==> src/rtl/cpu_ctrl_pkg.sv <==
// Shared definitions for the hardwired control unit: opcodes, sequencer
// states, ALU function codes, instruction classes and the strobe bundle.
// Optional feature macro: ILLEGAL_TRAP_EN (consumed by control_sequencer).
package cpu_ctrl_pkg;

    // Opcode field values (ir[31:27])
    localparam logic [4:0] OPC_LD   = 5'b00000;
    localparam logic [4:0] OPC_LDI  = 5'b00001;
    localparam logic [4:0] OPC_ST   = 5'b00010;
    localparam logic [4:0] OPC_ADD  = 5'b00011;
    localparam logic [4:0] OPC_SUB  = 5'b00100;
    localparam logic [4:0] OPC_AND  = 5'b01001;
    localparam logic [4:0] OPC_OR   = 5'b01010;
    localparam logic [4:0] OPC_ADDI = 5'b01011;
    localparam logic [4:0] OPC_ANDI = 5'b01100;
    localparam logic [4:0] OPC_ORI  = 5'b01101;
    localparam logic [4:0] OPC_NOP  = 5'b11001;
    localparam logic [4:0] OPC_HALT = 5'b11010;

    // ALU function codes
    localparam logic [3:0] ALU_ADD = 4'd0;
    localparam logic [3:0] ALU_SUB = 4'd1;
    localparam logic [3:0] ALU_AND = 4'd2;
    localparam logic [3:0] ALU_OR  = 4'd3;

    // Sequencer states
    typedef enum logic [3:0] {
        ST_RST  = 4'd0,
        ST_T0   = 4'd1,
        ST_T1   = 4'd2,
        ST_T2   = 4'd3,
        ST_T3   = 4'd4,
        ST_T4   = 4'd5,
        ST_T5   = 4'd6,
        ST_T6   = 4'd7,
        ST_T7   = 4'd8,
        ST_HALT = 4'd9
    } state_t;

    // Instruction classes; the sequencer only ever looks at these
    typedef enum logic [2:0] {
        CL_ALU_RR  = 3'd0,
        CL_ALU_IMM = 3'd1,
        CL_LDI     = 3'd2,
        CL_LD      = 3'd3,
        CL_ST      = 3'd4,
        CL_NOP     = 3'd5,
        CL_HALT    = 3'd6,
        CL_ILL     = 3'd7
    } iclass_t;

    // One bit per datapath/memory strobe
    typedef struct packed {
        logic pc_out;
        logic pc_in;
        logic inc_pc;
        logic mar_in;
        logic mdr_in;
        logic mdr_out;
        logic ir_in;
        logic y_in;
        logic z_in;
        logic zlow_out;
        logic gra;
        logic grb;
        logic grc;
        logic r_in;
        logic r_out;
        logic ba_out;
        logic c_out;
        logic read;
        logic write;
    } ctrl_t;

    // Classes that compute base+offset addresses through Y/Z
    function automatic logic is_addr_class(input iclass_t c);
        return (c == CL_LDI) || (c == CL_LD) || (c == CL_ST);
    endfunction

    // Classes that continue into T6/T7 for a memory access
    function automatic logic is_mem_class(input iclass_t c);
        return (c == CL_LD) || (c == CL_ST);
    endfunction

endpackage

==> src/rtl/ctrl_decode.sv <==
// Opcode decoder: maps the IR opcode field to an instruction class and the
// ALU function used in the class's Z-load step.
module ctrl_decode
    import cpu_ctrl_pkg::*;
#(
    parameter int OPC_W = 5
) (
    input  logic [OPC_W-1:0] opcode,
    output iclass_t          iclass,
    output logic [3:0]       alu_code
);

    // Pure lookup; anything not in the table is classified illegal
    always_comb begin
        iclass   = CL_ILL;
        alu_code = ALU_ADD;
        case (opcode)
            OPC_W'(OPC_LD):   iclass = CL_LD;
            OPC_W'(OPC_LDI):  iclass = CL_LDI;
            OPC_W'(OPC_ST):   iclass = CL_ST;
            OPC_W'(OPC_ADD):  begin iclass = CL_ALU_RR;  alu_code = ALU_ADD; end
            OPC_W'(OPC_SUB):  begin iclass = CL_ALU_RR;  alu_code = ALU_SUB; end
            OPC_W'(OPC_AND):  begin iclass = CL_ALU_RR;  alu_code = ALU_AND; end
            OPC_W'(OPC_OR):   begin iclass = CL_ALU_RR;  alu_code = ALU_OR;  end
            OPC_W'(OPC_ADDI): begin iclass = CL_ALU_IMM; alu_code = ALU_ADD; end
            OPC_W'(OPC_ANDI): begin iclass = CL_ALU_IMM; alu_code = ALU_AND; end
            OPC_W'(OPC_ORI):  begin iclass = CL_ALU_IMM; alu_code = ALU_OR;  end
            OPC_W'(OPC_NOP):  iclass = CL_NOP;
            OPC_W'(OPC_HALT): iclass = CL_HALT;
            default:          iclass = CL_ILL;
        endcase
    end

endmodule

==> src/rtl/control_sequencer.sv <==
// Hardwired control unit for the single-bus datapath. Fetch runs T0..T2,
// execute runs T3..T7 depending on instruction class. Strobes decode
// combinationally from the registered state and the current opcode.
// Optional feature macro: ILLEGAL_TRAP_EN -- when defined an unsupported
// opcode parks the machine in HALT with illegal held high until reset;
// otherwise illegal pulses in T3 and the opcode behaves as a nop.
//
// Memory handshake: Read/Write is a level request raised by the sequencer.
// mem_ready is a completion strobe from memory, valid only while a request
// is up (T1, T6 for ld, T7 for st). The request stays asserted up to and
// including the cycle where mem_ready=1; the sequencer advances on that edge.
// mem_ready is ignored in every other state.
module control_sequencer
    import cpu_ctrl_pkg::*;
#(
    parameter int ALU_OP_W = 4,
    parameter int OPC_W    = 5
) (
    input  logic                clock,
    input  logic                reset,
    input  logic [31:0]         ir,
    input  logic                mem_ready,
    output logic                PCout,
    output logic                PCin,
    output logic                IncPC,
    output logic                MARin,
    output logic                MDRin,
    output logic                MDRout,
    output logic                IRin,
    output logic                Yin,
    output logic                Zin,
    output logic                Zlowout,
    output logic                Gra,
    output logic                Grb,
    output logic                Grc,
    output logic                Rin,
    output logic                Rout,
    output logic                BAout,
    output logic                Cout,
    output logic                Read,
    output logic                Write,
    output logic [ALU_OP_W-1:0] alu_op,
    output logic                run,
    output logic                illegal,
    output logic [3:0]          dbg_state
);

    state_t     state;
    logic       t1_wait;    // set after the first T1 cycle so PCin pulses once
    logic       trap_flag;  // sticky illegal indication (trap build only)
    iclass_t    iclass;
    logic [3:0] alu_code;
    ctrl_t      ctl;
    logic [3:0] alu_sel;
    logic       unused_ir;

    assign unused_ir = ^ir[31-OPC_W:0];
    assign dbg_state = state;

    ctrl_decode #(
        .OPC_W (OPC_W)
    ) u_decode (
        .opcode   (ir[31 -: OPC_W]),
        .iclass   (iclass),
        .alu_code (alu_code)
    );

    // Sequencer state register with memory-wait holds and halt parking
    always_ff @(posedge clock) begin
        if (reset) begin
            state     <= ST_RST;
            t1_wait   <= 1'b0;
            trap_flag <= 1'b0;
        end else begin
            t1_wait <= 1'b0;
            case (state)
                ST_RST: state <= ST_T0;
                ST_T0:  state <= ST_T1;
                ST_T1: begin
                    if (mem_ready) begin
                        state <= ST_T2;
                    end else begin
                        t1_wait <= 1'b1;
                    end
                end
                ST_T2:  state <= ST_T3;
                ST_T3: begin
                    case (iclass)
                        CL_NOP:  state <= ST_T0;
                        CL_HALT: state <= ST_HALT;
                        CL_ILL: begin
`ifdef ILLEGAL_TRAP_EN
                            state     <= ST_HALT;
                            trap_flag <= 1'b1;
`else
                            state     <= ST_T0;
`endif
                        end
                        default: state <= ST_T4;
                    endcase
                end
                ST_T4:  state <= ST_T5;
                ST_T5:  state <= is_mem_class(iclass) ? ST_T6 : ST_T0;
                ST_T6: begin
                    // ld waits for read data here; st only loads MDR
                    if (iclass != CL_LD || mem_ready) begin
                        state <= ST_T7;
                    end
                end
                ST_T7: begin
                    // st waits for write completion here; ld finishes at once
                    if (iclass != CL_ST || mem_ready) begin
                        state <= ST_T0;
                    end
                end
                ST_HALT: state <= ST_HALT;
                default: state <= ST_RST;
            endcase
        end
    end

    // Strobe decode from the current step and instruction class
    always_comb begin
        ctl     = '0;
        alu_sel = ALU_ADD;
        case (state)
            ST_T0: begin
                ctl.pc_out = 1'b1;
                ctl.mar_in = 1'b1;
                ctl.inc_pc = 1'b1;
                ctl.z_in   = 1'b1;
            end
            ST_T1: begin
                ctl.zlow_out = 1'b1;
                ctl.pc_in    = ~t1_wait;
                ctl.read     = 1'b1;
                ctl.mdr_in   = 1'b1;
            end
            ST_T2: begin
                ctl.mdr_out = 1'b1;
                ctl.ir_in   = 1'b1;
            end
            ST_T3: begin
                if (iclass == CL_ALU_RR || iclass == CL_ALU_IMM) begin
                    ctl.grb   = 1'b1;
                    ctl.r_out = 1'b1;
                    ctl.y_in  = 1'b1;
                end else if (is_addr_class(iclass)) begin
                    ctl.grb    = 1'b1;
                    ctl.ba_out = 1'b1;
                    ctl.y_in   = 1'b1;
                end
            end
            ST_T4: begin
                if (iclass == CL_ALU_RR) begin
                    ctl.grc   = 1'b1;
                    ctl.r_out = 1'b1;
                    ctl.z_in  = 1'b1;
                    alu_sel   = alu_code;
                end else if (iclass == CL_ALU_IMM) begin
                    ctl.c_out = 1'b1;
                    ctl.z_in  = 1'b1;
                    alu_sel   = alu_code;
                end else if (is_addr_class(iclass)) begin
                    ctl.c_out = 1'b1;
                    ctl.z_in  = 1'b1;
                    alu_sel   = ALU_ADD;
                end
            end
            ST_T5: begin
                ctl.zlow_out = 1'b1;
                if (is_mem_class(iclass)) begin
                    ctl.mar_in = 1'b1;
                end else begin
                    ctl.gra  = 1'b1;
                    ctl.r_in = 1'b1;
                end
            end
            ST_T6: begin
                if (iclass == CL_LD) begin
                    ctl.read   = 1'b1;
                    ctl.mdr_in = 1'b1;
                end else if (iclass == CL_ST) begin
                    ctl.gra    = 1'b1;
                    ctl.r_out  = 1'b1;
                    ctl.mdr_in = 1'b1;
                end
            end
            ST_T7: begin
                if (iclass == CL_LD) begin
                    ctl.mdr_out = 1'b1;
                    ctl.gra     = 1'b1;
                    ctl.r_in    = 1'b1;
                end else if (iclass == CL_ST) begin
                    ctl.mdr_out = 1'b1;
                    ctl.write   = 1'b1;
                end
            end
            default: ctl = '0;
        endcase
    end

    assign PCout   = ctl.pc_out;
    assign PCin    = ctl.pc_in;
    assign IncPC   = ctl.inc_pc;
    assign MARin   = ctl.mar_in;
    assign MDRin   = ctl.mdr_in;
    assign MDRout  = ctl.mdr_out;
    assign IRin    = ctl.ir_in;
    assign Yin     = ctl.y_in;
    assign Zin     = ctl.z_in;
    assign Zlowout = ctl.zlow_out;
    assign Gra     = ctl.gra;
    assign Grb     = ctl.grb;
    assign Grc     = ctl.grc;
    assign Rin     = ctl.r_in;
    assign Rout    = ctl.r_out;
    assign BAout   = ctl.ba_out;
    assign Cout    = ctl.c_out;
    assign Read    = ctl.read;
    assign Write   = ctl.write;

    // ALU function is only meaningful while Z is loading
    assign alu_op  = ctl.z_in ? ALU_OP_W'(alu_sel) : '0;
    assign run     = (state != ST_RST) && (state != ST_HALT);
    assign illegal = ((state == ST_T3) && (iclass == CL_ILL)) | trap_flag;

endmodule

==> config.mk <==
export PLATFORM = sky130hd
export DESIGN_NAME = control_sequencer
export DESIGN_NICKNAME = d
export VERILOG_FILES = /design/src/rtl/cpu_ctrl_pkg.sv /design/src/rtl/ctrl_decode.sv /design/src/rtl/control_sequencer.sv
export SDC_FILE = /design/constraint.sdc
export NUM_CORES = 1
export LEC_CHECK = 0
export ABC_CLOCK_PERIOD_IN_PS = 2200
export BUFFER_PORTS_ARGS = -buffer_cell sky130_fd_sc_hd__buf_2
export CAP_MARGIN = 20
export CORE_AREA = 2 2 56 45
export DETAILED_ROUTE_END_ITERATION = 10
export DIE_AREA = 0 0 58 47
export GPL_TIMING_DRIVEN = 0
export PLACE_DENSITY = 0.74
export SLEW_MARGIN = 5
export SYNTH_ARGS = -nofsm -noshare
export SYNTH_HDL_FRONTEND = slang
export SYNTH_SLANG_ARGS = --single-unit
==> constraint.sdc <==
create_clock -name clock -period 2.2 [get_ports clock]
set_clock_uncertainty 0.1 [all_clocks]
set_input_delay 0.44 -clock clock [delete_from_list [all_inputs] [get_ports clock]]
set_output_delay 0.44 -clock clock [all_outputs]
set_load 0.05 [all_outputs]
; Word level (Yosys, flattened, before mapping)
; Index checks and enable logic that the tools add are counted.
[classes]
n_eq_ne = 33
mux = 44
n_bitwise = 2
reduce_logical = 20
[op_table]
columns = op, n
row1 = $pmux 4 s10, 1
row2 = $mux 4, 7
row3 = $eq 5x4->1 const B, 5
row4 = $mux 1, 24
row5 = $pmux 3 s7, 1
row6 = $eq 4x3->1 const B, 4
row7 = $eq 3x3->1 const B, 4
row8 = $pmux 1 s2, 6
row9 = $eq 5x2->1 const B, 2
row10 = $eq 5x5->1 const B, 2
row11 = $reduce_or 2->1, 5
row12 = $eq 4x2->1 const B, 2
row13 = $eq 4x4->1 const B, 2
row14 = $pmux 4 s2, 1
row15 = $eq 3x2->1 const B, 2
row16 = $logic_or 1x1->1, 6
row17 = $ne 2x2->1 const B, 3
row18 = $pmux 1 s3, 2
row19 = $pmux 2 s3, 1
row20 = $eq 5x1->1 const B, 1
row21 = $eq 5x3->1 const B, 1
row22 = $logic_not 5->1, 1
row23 = $eq 4x1->1 const B, 1
row24 = $logic_not 4->1, 1
row25 = other kinds (12), 14
[word_totals]
register_bits = 5
output_inout_bits = 29

; Logic depth before layout (Yosys ltp)
; Gate-level depths: netlist of the first run.
[depth]
depth_word = 11
depth_mapped = 6

; Modules after synthesis
; Synthesis of the first run repeated with hierarchy kept, for this count alone.
[hier_totals]
cells_unflattened = 123
area_unflattened_um2 = 859.6
[by_module_without_submodules]
columns = module, instances, cells_each, area_per_inst_um2, seq_area_each_um2
row1 = control_sequencer, 1, 96, 678.2, 100.1
row2 = ctrl_decode, 1, 27, 181.4, 0.0

; Worst setup path before layout of the first run
; No wires, ideal clock.
[synth_path]
path_kind = reg2out
start = reg state[2] (netlist: dbg_state[2])
end = out Rout
arrival_ns = 2.713
slack_ns = -1.053
path_stages_with_launch = 4
n_path_buf = 0
cell_sequence = dfxtp_1 -> inv_1 -> or4_2 -> o21ai_0
[synth_between]
elab_chain_cells = 2
word_cells_on_any_way = 4
classes_between = 3 x eq/ne / 1 x mux
[synth_lines]
columns = element, line_no
row1 = from (decl), control_sequencer.sv:48  ; state_t state;
row2 = from (signal assigned), control_sequencer.sv:103  ; ST_T5: state <= is_mem_class(iclass) ? ST_T6 : ST_T0;
row3 = $eq 4x3->1, control_sequencer.sv:126  ; case (state)
row4 = $pmux 1 s3 (*), control_sequencer.sv:126
row5 = to (decl), control_sequencer.sv:37  ; output logic Rout,
; Every way passes the cells marked *; elsewhere a longest branch is shown, timed or not.

; Final worst setup path of the first run
[layout_path]
start = in ir[29]
end = out MARin
[layout_between]
elab_chain_cells = 7
word_cells_on_any_way = 20
classes_between = 13 x eq/ne / 3 x mux / 4 x reduce/logical
[layout_lines]
columns = element, line_no
row1 = from (decl), control_sequencer.sv:21  ; input logic [31:0] ir,
row2 = "$eq 5x2->1, or another cell as far along", ctrl_decode.sv:17  ; case (opcode)
row3 = $reduce_or 4->1 (no line) or $reduce_or 3->1 (tied branches), --
row4 = $pmux 3 s7 (*), ctrl_decode.sv:17
row5 = $eq 3x2->1 or $eq 3x3->1 (tied branches), cpu_ctrl_pkg.sv:82  ; return (c == CL_LD) || (c == CL_ST);
row6 = $logic_or 1x1->1 (*), cpu_ctrl_pkg.sv:82
row7 = $mux 1 (*), control_sequencer.sv:172  ; if (is_mem_class(iclass)) begin
row8 = $pmux 1 s2 (*), control_sequencer.sv:126
row9 = to (decl), control_sequencer.sv:26  ; output logic MARin,
; Marked as above.

==> results of run 1 <==
[layout make-up]
type	instances	area [µm²]
multi-input cells	98	868.3
fillers	168	696.9
repair buffers	38	329.1
flip-flops and latches	5	107.6
plain buffers	13	102.6
well taps	25	31.28
clock buffers	4	26.28
inverters	3	15.01
[per-stage QoR]
stage	cells	TNS [ps]
after global routing	186	-1503
after floorplan	121	-990.2
after global placement	179	-3654
after detailed placement	179	-4105
final	186	-1058
after CTS	186	-1489
[what timing repair did]
| action | CTS | global route |
|---|---|---|
| pin swaps | 9 | 5 |
| buffers inserted | 4 | 1 |
| setup endpoints to repair | 18 | 17 |
| endpoints found under the hold margin | 0 | 0 |
| cloned | 0 | 0 |
| resized for setup | 47 | 28 |
[power by group through the flow]
stage          sequential, µW  combinational, µW  clock (µW)
6_report                  104                384         110
4_1_cts                   104                363         110
3_5_place_dp              104                325           0
3_3_place_gp              104                318           0
2_1_floorplan             121                245           0
5_1_grt                   105                403         115
[flip-flops by register name, summed over array words and instances (netlist names)]
name and cells:
dbg_state 4, t1_wait 1
[metal layers]
metal  global-route usage, %  share of wire (%)  vias to the layer above
met5                       0                  0                        -
li1                        -                  -                      504
met4                   6.512                1.9                        0
met2                   37.27                 48                       70
met3                   4.132                 11                        8
met1                   27.75                 40                      534
[placed cells by master, fill, tap and decap left out, types with 5 or more instances in the layout]
| cell type | Yosys | layout |
|---|---|---|
| nor2_4 | 0 | 7 |
| buf_2 | 3 | 16 |
| a21oi_1 | 9 | 6 |
| buf_6 | 2 | 13 |
| nand2_1 | 9 | 7 |
| clkbuf_4 | 0 | 5 |
| nor2_1 | 22 | 12 |
| buf_8 | 0 | 6 |
| buf_4 | 5 | 12 |
[cell families after synthesis]
logic type      share of synthesized area, %
compound gates                         28.74
xor+xnor                               2.273
buf+inv                                13.63
flops                                  12.99
mux                                    2.760
other cells                           0.4865
simple gates                           39.13
[worst paths after layout]
| path | from | end | slack, ps |
|---|---|---|---|
| worst max-delay path | ir[29] | MARin | -210 |
| worst min-delay path | mem_ready | t1_wait | 310 |
| worst max register to register | dbg_state[0] | dbg_state[3] | 90 |
| worst min register to register | dbg_state[2] | dbg_state[0] | 480 |
==> impl_metrics.toml, run 1 <==
[sta]
finalMaxSlewViolations = 0
worst_slack_ps = -211.9
period_minus_slack_ps = 2412
grt_setup_unrepaired = "true"
hold_ws_ps = 306.2
fmax_ghz = 0.4146
setup-violations-final = 11
hold_viol_final = 0
tightest_slew_ps = 557.9
slew_headroom_pct = 62.81
fin_crit_sh_pct = 109.6

[critical_path]
cp_max_fo = 7
rr_worst_depth = 6
cp_num_buf_inv = 2
worst-path-stages = 5
crit_type = "in2out"
cp_slowest_stage_delay_ps = 610
worstPathRequired_ps = 1660
crit_chain = "buf_6 > or4_4 > or3_4 > a21oi_4 > buf_6"
timing.critical_path.max_delay_family = "simple AND/OR/NAND/NOR gates"
arrival_ps = 1870
cpMaxStageDelayCell = "or4_4"
critPathMostFrequentCell = "buf_6"
crit_path_start_kind = "input port"
worstSetupEndpointType = "output pin"

[pwr]
vdd.ir_drop.worst_v = 0.0004088
clockPowerShare_pct = 18.3
swShare_pct = 50.99
power.share.combinational_pct = 64.2
leakagePower_uw = 0.0006090
p_switching_uw = 305.2
total_power_uw = 598.5
p_int_uw = 293.4
seqPwrFrac_pct = 17.4
pwr_density_cell_mw_per_mm2 = 404.4

[die]
dieArea_mm2 = 0.002726
start_util_pct = 35.40
ios = 64
fp.coreArea_mm2 = 0.002177
die_h_um = 47
die-width_um = 58
placementRows = 15

[cts]
cts_root_buffer = "clkbuf_4"
cts.path.max_buffers = 2
cts_sinks = 5
numCtsBuffers = 3
htree_levels = 1
hold_buffers = 0
worstSkewPairLatency_ps = 250
path_clk_slew_ps = 50
cts_tree = "built"

[status]
violations = "setup timing"
status = "finished, violations left"

[synth]
synth_top_area_share_pct = 12.99
syn_avg_cell_area_um2 = 6.423
synthFlopType = "dfxtp_1"
ys_top_cells_by_count = "22 x nor2_1, 9 x a21oi_1, 9 x nand2_1, 8 x nor3_1"
synth-seq-cells = 5
synth_cells = 120
ys_warn_count = 0
synthArstFlopShare_pct = 0
syn_area_um2 = 770.7
yosysTopAreaCell = "dfxtp_1"
synth_area_leaders = "dfxtp_1 13%, nor2_1 11%, a21oi_1 5.8%"
yosysSeqAreaShare_pct = 12.99
synth-edff-count = 0
yosys.cell_types.count = 44
synth.most_common_cell = "nor2_1"

[layout]
diodes = 0
final_area_mm2 = 0.001480
fin_nets = 197
final_util_pct = 67.99
drive_above_1_share_pct = 67.70
area_delta_synth_final_pct = 92.05

[routing]
first_iter_violations = 56
routed_wl_mm = 3.201
antenna_left = 0
wl_per_cell_um = 17.21
viasPerCell = 6.000
drt_pass1_iterations = 4
vias = 1116
drc_errors = 0

[placement]
gp_congestion = 0.8109
postPlaceCellArea_mm2 = 0.001182
dp_slack_ps = -476.3
io_buffers = 33
dpl.hpwl_mm = 2.066

[global_routing]
overflow = 0
grt_max_degree = 11
grt.total_usage_pct = 21.51
grt_pass1_wl_mm = 4.505
grt_pass1_vias = 994
antenna_found_initial = 0

[hold_path]
whs_path_depth = 2
hold_class = "in2reg"

[flow_run]
max-cap-violations = 0
Note: power is estimated with default switching activity, not from simulation.
==> run 2, diff against run 1 <==
- ABC_CLOCK_PERIOD_IN_PS: 2200 -> 2300
- clock period: 2.2 -> 2.3 ns (I/O delays scaled with it)
==> run 2 against run 1 <==
  * The run still ends with setup timing left
  * Combinational power shrank 16%
  * Clock-buffer cell count unchanged
  * Global-route usage decreased by 3.8 points
  * Non-clock buffer count is 4 lower
  * First-iteration DRC count shrank 63%
  * Sequential power fell by 4%
  * Routed wire length shrank 24%
  * Cell count fell by 2.2%
  * Sequential cell count is the same
  * Worst setup slack better by 78 ps
  * Power down 12%
  * Critical endpoint is now Read
==> impl_metrics.toml, run 2 (synthesis results as in run 1) <==
[cts]
hold_buffers = 0
cts_sinks = 5
htree_levels = 1
worstSkewPairLatency_ps = 240
path_clk_slew_ps = 40
cts_tree = "built"
cts.path.max_buffers = 2
numCtsBuffers = 3
cts_root_buffer = "clkbuf_4"

[critical_path]
worst-path-stages = 5
r2r-end = "dbg_state[3]"
startpoint = "ir[29]"
cp_max_fo = 8
cp_slowest_stage_delay_ps = 600
arrival_ps = 1870
worstPathRequired_ps = 1740
crit_chain = "buf_6 > or4_4 > or3_4 > o21ai_2 > buf_6"
crit_path_start_kind = "input port"
rr_worst_depth = 6
cp_num_buf_inv = 2
cpMaxStageDelayCell = "or4_4"
timing.critical_path.max_delay_family = "simple AND/OR/NAND/NOR gates"
crit_end = "Read"
worstSetupEndpointType = "output pin"
critPathMostFrequentCell = "buf_6"
r2r_slack_ps = 350
reg2reg_from = "dbg_state[0]"
crit_type = "in2out"

[placement]
post-place-cells = 179
dpl.hpwl_mm = 1.812
io_buffers = 33
gp_congestion = 0.8087
postPlaceCellArea_mm2 = 0.001157

[layout]
fin_nets = 193
n_fill_cell = 205
final_cell_mix = "20 x buf_2, 15 x nor2_1, 13 x buf_6"
final_cells = 182
final_area_mm2 = 0.001329
final_util_pct = 61.03
diodes = 0
drive_above_1_share_pct = 59.24
seqCellArea_um2 = 103.9
multi_input_area_um2 = 798.3
layout.cells.most_common = "buf_2"
largest_reg_flops = 4
area_delta_synth_final_pct = 72.40

[hold_path]
hold_class = "in2reg"

[pwr]
leakagePower_uw = 0.0005672
vdd.ir_drop.worst_v = 0.0003968
pwr_density_cell_mw_per_mm2 = 395.8

[status]
violations = "setup timing"
status = "finished, violations left"

[sta]
worst_slack_ps = -133.6
finalMaxSlewViolations = 0
fmax_ghz = 0.4109
fin_crit_sh_pct = 105.8
hold_viol_final = 0
setup-violations-final = 10
period_minus_slack_ps = 2434
hold_ws_ps = 310.7
grt_setup_unrepaired = "true"

[die]
die_h_um = 47
dieArea_mm2 = 0.002726
ios = 64
placementRows = 15
fp.coreArea_mm2 = 0.002177
start_util_pct = 35.40
die-width_um = 58

[flow_run]
max-cap-violations = 0

[routing]
viasPerCell = 5.440
wl_per_cell_um = 13.30
drc_errors = 0
vias = 990
first_iter_violations = 21
drt_pass1_iterations = 4
antenna_left = 0
routed_wl_mm = 2.421

[global_routing]
antenna_found_initial = 0
grt_pass1_vias = 860
overflow = 0
grt_pass1_wl_mm = 3.760
grt.total_usage_pct = 17.67
grt_max_degree = 11
-- run 2: cell types whose count changed in the layout (fill, tap and decap cells not counted), moves of 2 or more --
cell	previous run	this run
clkbuf_4	5	3
buf_4	12	9
nor2_1	12	15
nor2_2	3	0
inv_1	1	3
nand3_4	2	0
buf_2	16	20
buf_8	6	2
nand3_2	0	2
-- run 2: cell type report --
cell class / instances / area share (%)
clock buffer: 4 / 1.977
tap: 25 / 2.354
buffer: 13 / 6.686
multi-input combinational: 98 / 60.08
timing repair buffer: 34 / 20.24
inverter: 3 / 0.8475
sequential: 5 / 7.815
-- run 2: timing repair --
| action | in CTS | in global routing |
|---|---|---|
| gates resized for setup | 40 | 5 |
| hold endpoints to repair | 0 | 0 |
| gates cloned | 0 | 0 |
| pin swaps | 2 | 2 |
| endpoints found under the setup margin | 17 | 17 |
| buffers inserted | 1 | 0 |
-- run 2: worst min-delay path by stage --
stage,startpoint,to,slack [ps],depth (start not counted)
3_5_place_dp,dbg_state[2],dbg_state[0],540,2
4_1_cts,mem_ready,t1_wait,310,2
3_3_place_gp,dbg_state[2],dbg_state[0],540,2
2_1_floorplan,reset,t1_wait,440,1
6_report,mem_ready,t1_wait,310,2
5_1_grt,mem_ready,t1_wait,290,2
-- run 2: per-stage QoR --
stage	setup WS, ps	setup TNS (ps)	power, µW
floorplan	-213.9	-889.3	341.0
global placement	-395.9	-3137	394.0
detailed placement	-390.3	-3154	398.0
CTS	-127.6	-614.0	523.5
global route	-164.8	-1419	556.4
finish	-133.6	-746.7	526.0
-- run 2: metal layers --
metal	vias to the layer above	track usage, %	wire length, µm
li1	495	-	-
met1	462	25.33	1149
met2	31	27.95	1124
met3	2	4.683	135
met4	0	1.395	12
met5	-	0	0
-- run 2: where the power goes --
part	total [µW]	switching (µW)	internal (µW)	leakage, µW
logic	324	220	105	0.000510
registers	100	7.33	93.1	0.0000421
clock network	101	35.8	65.6	0.0000150
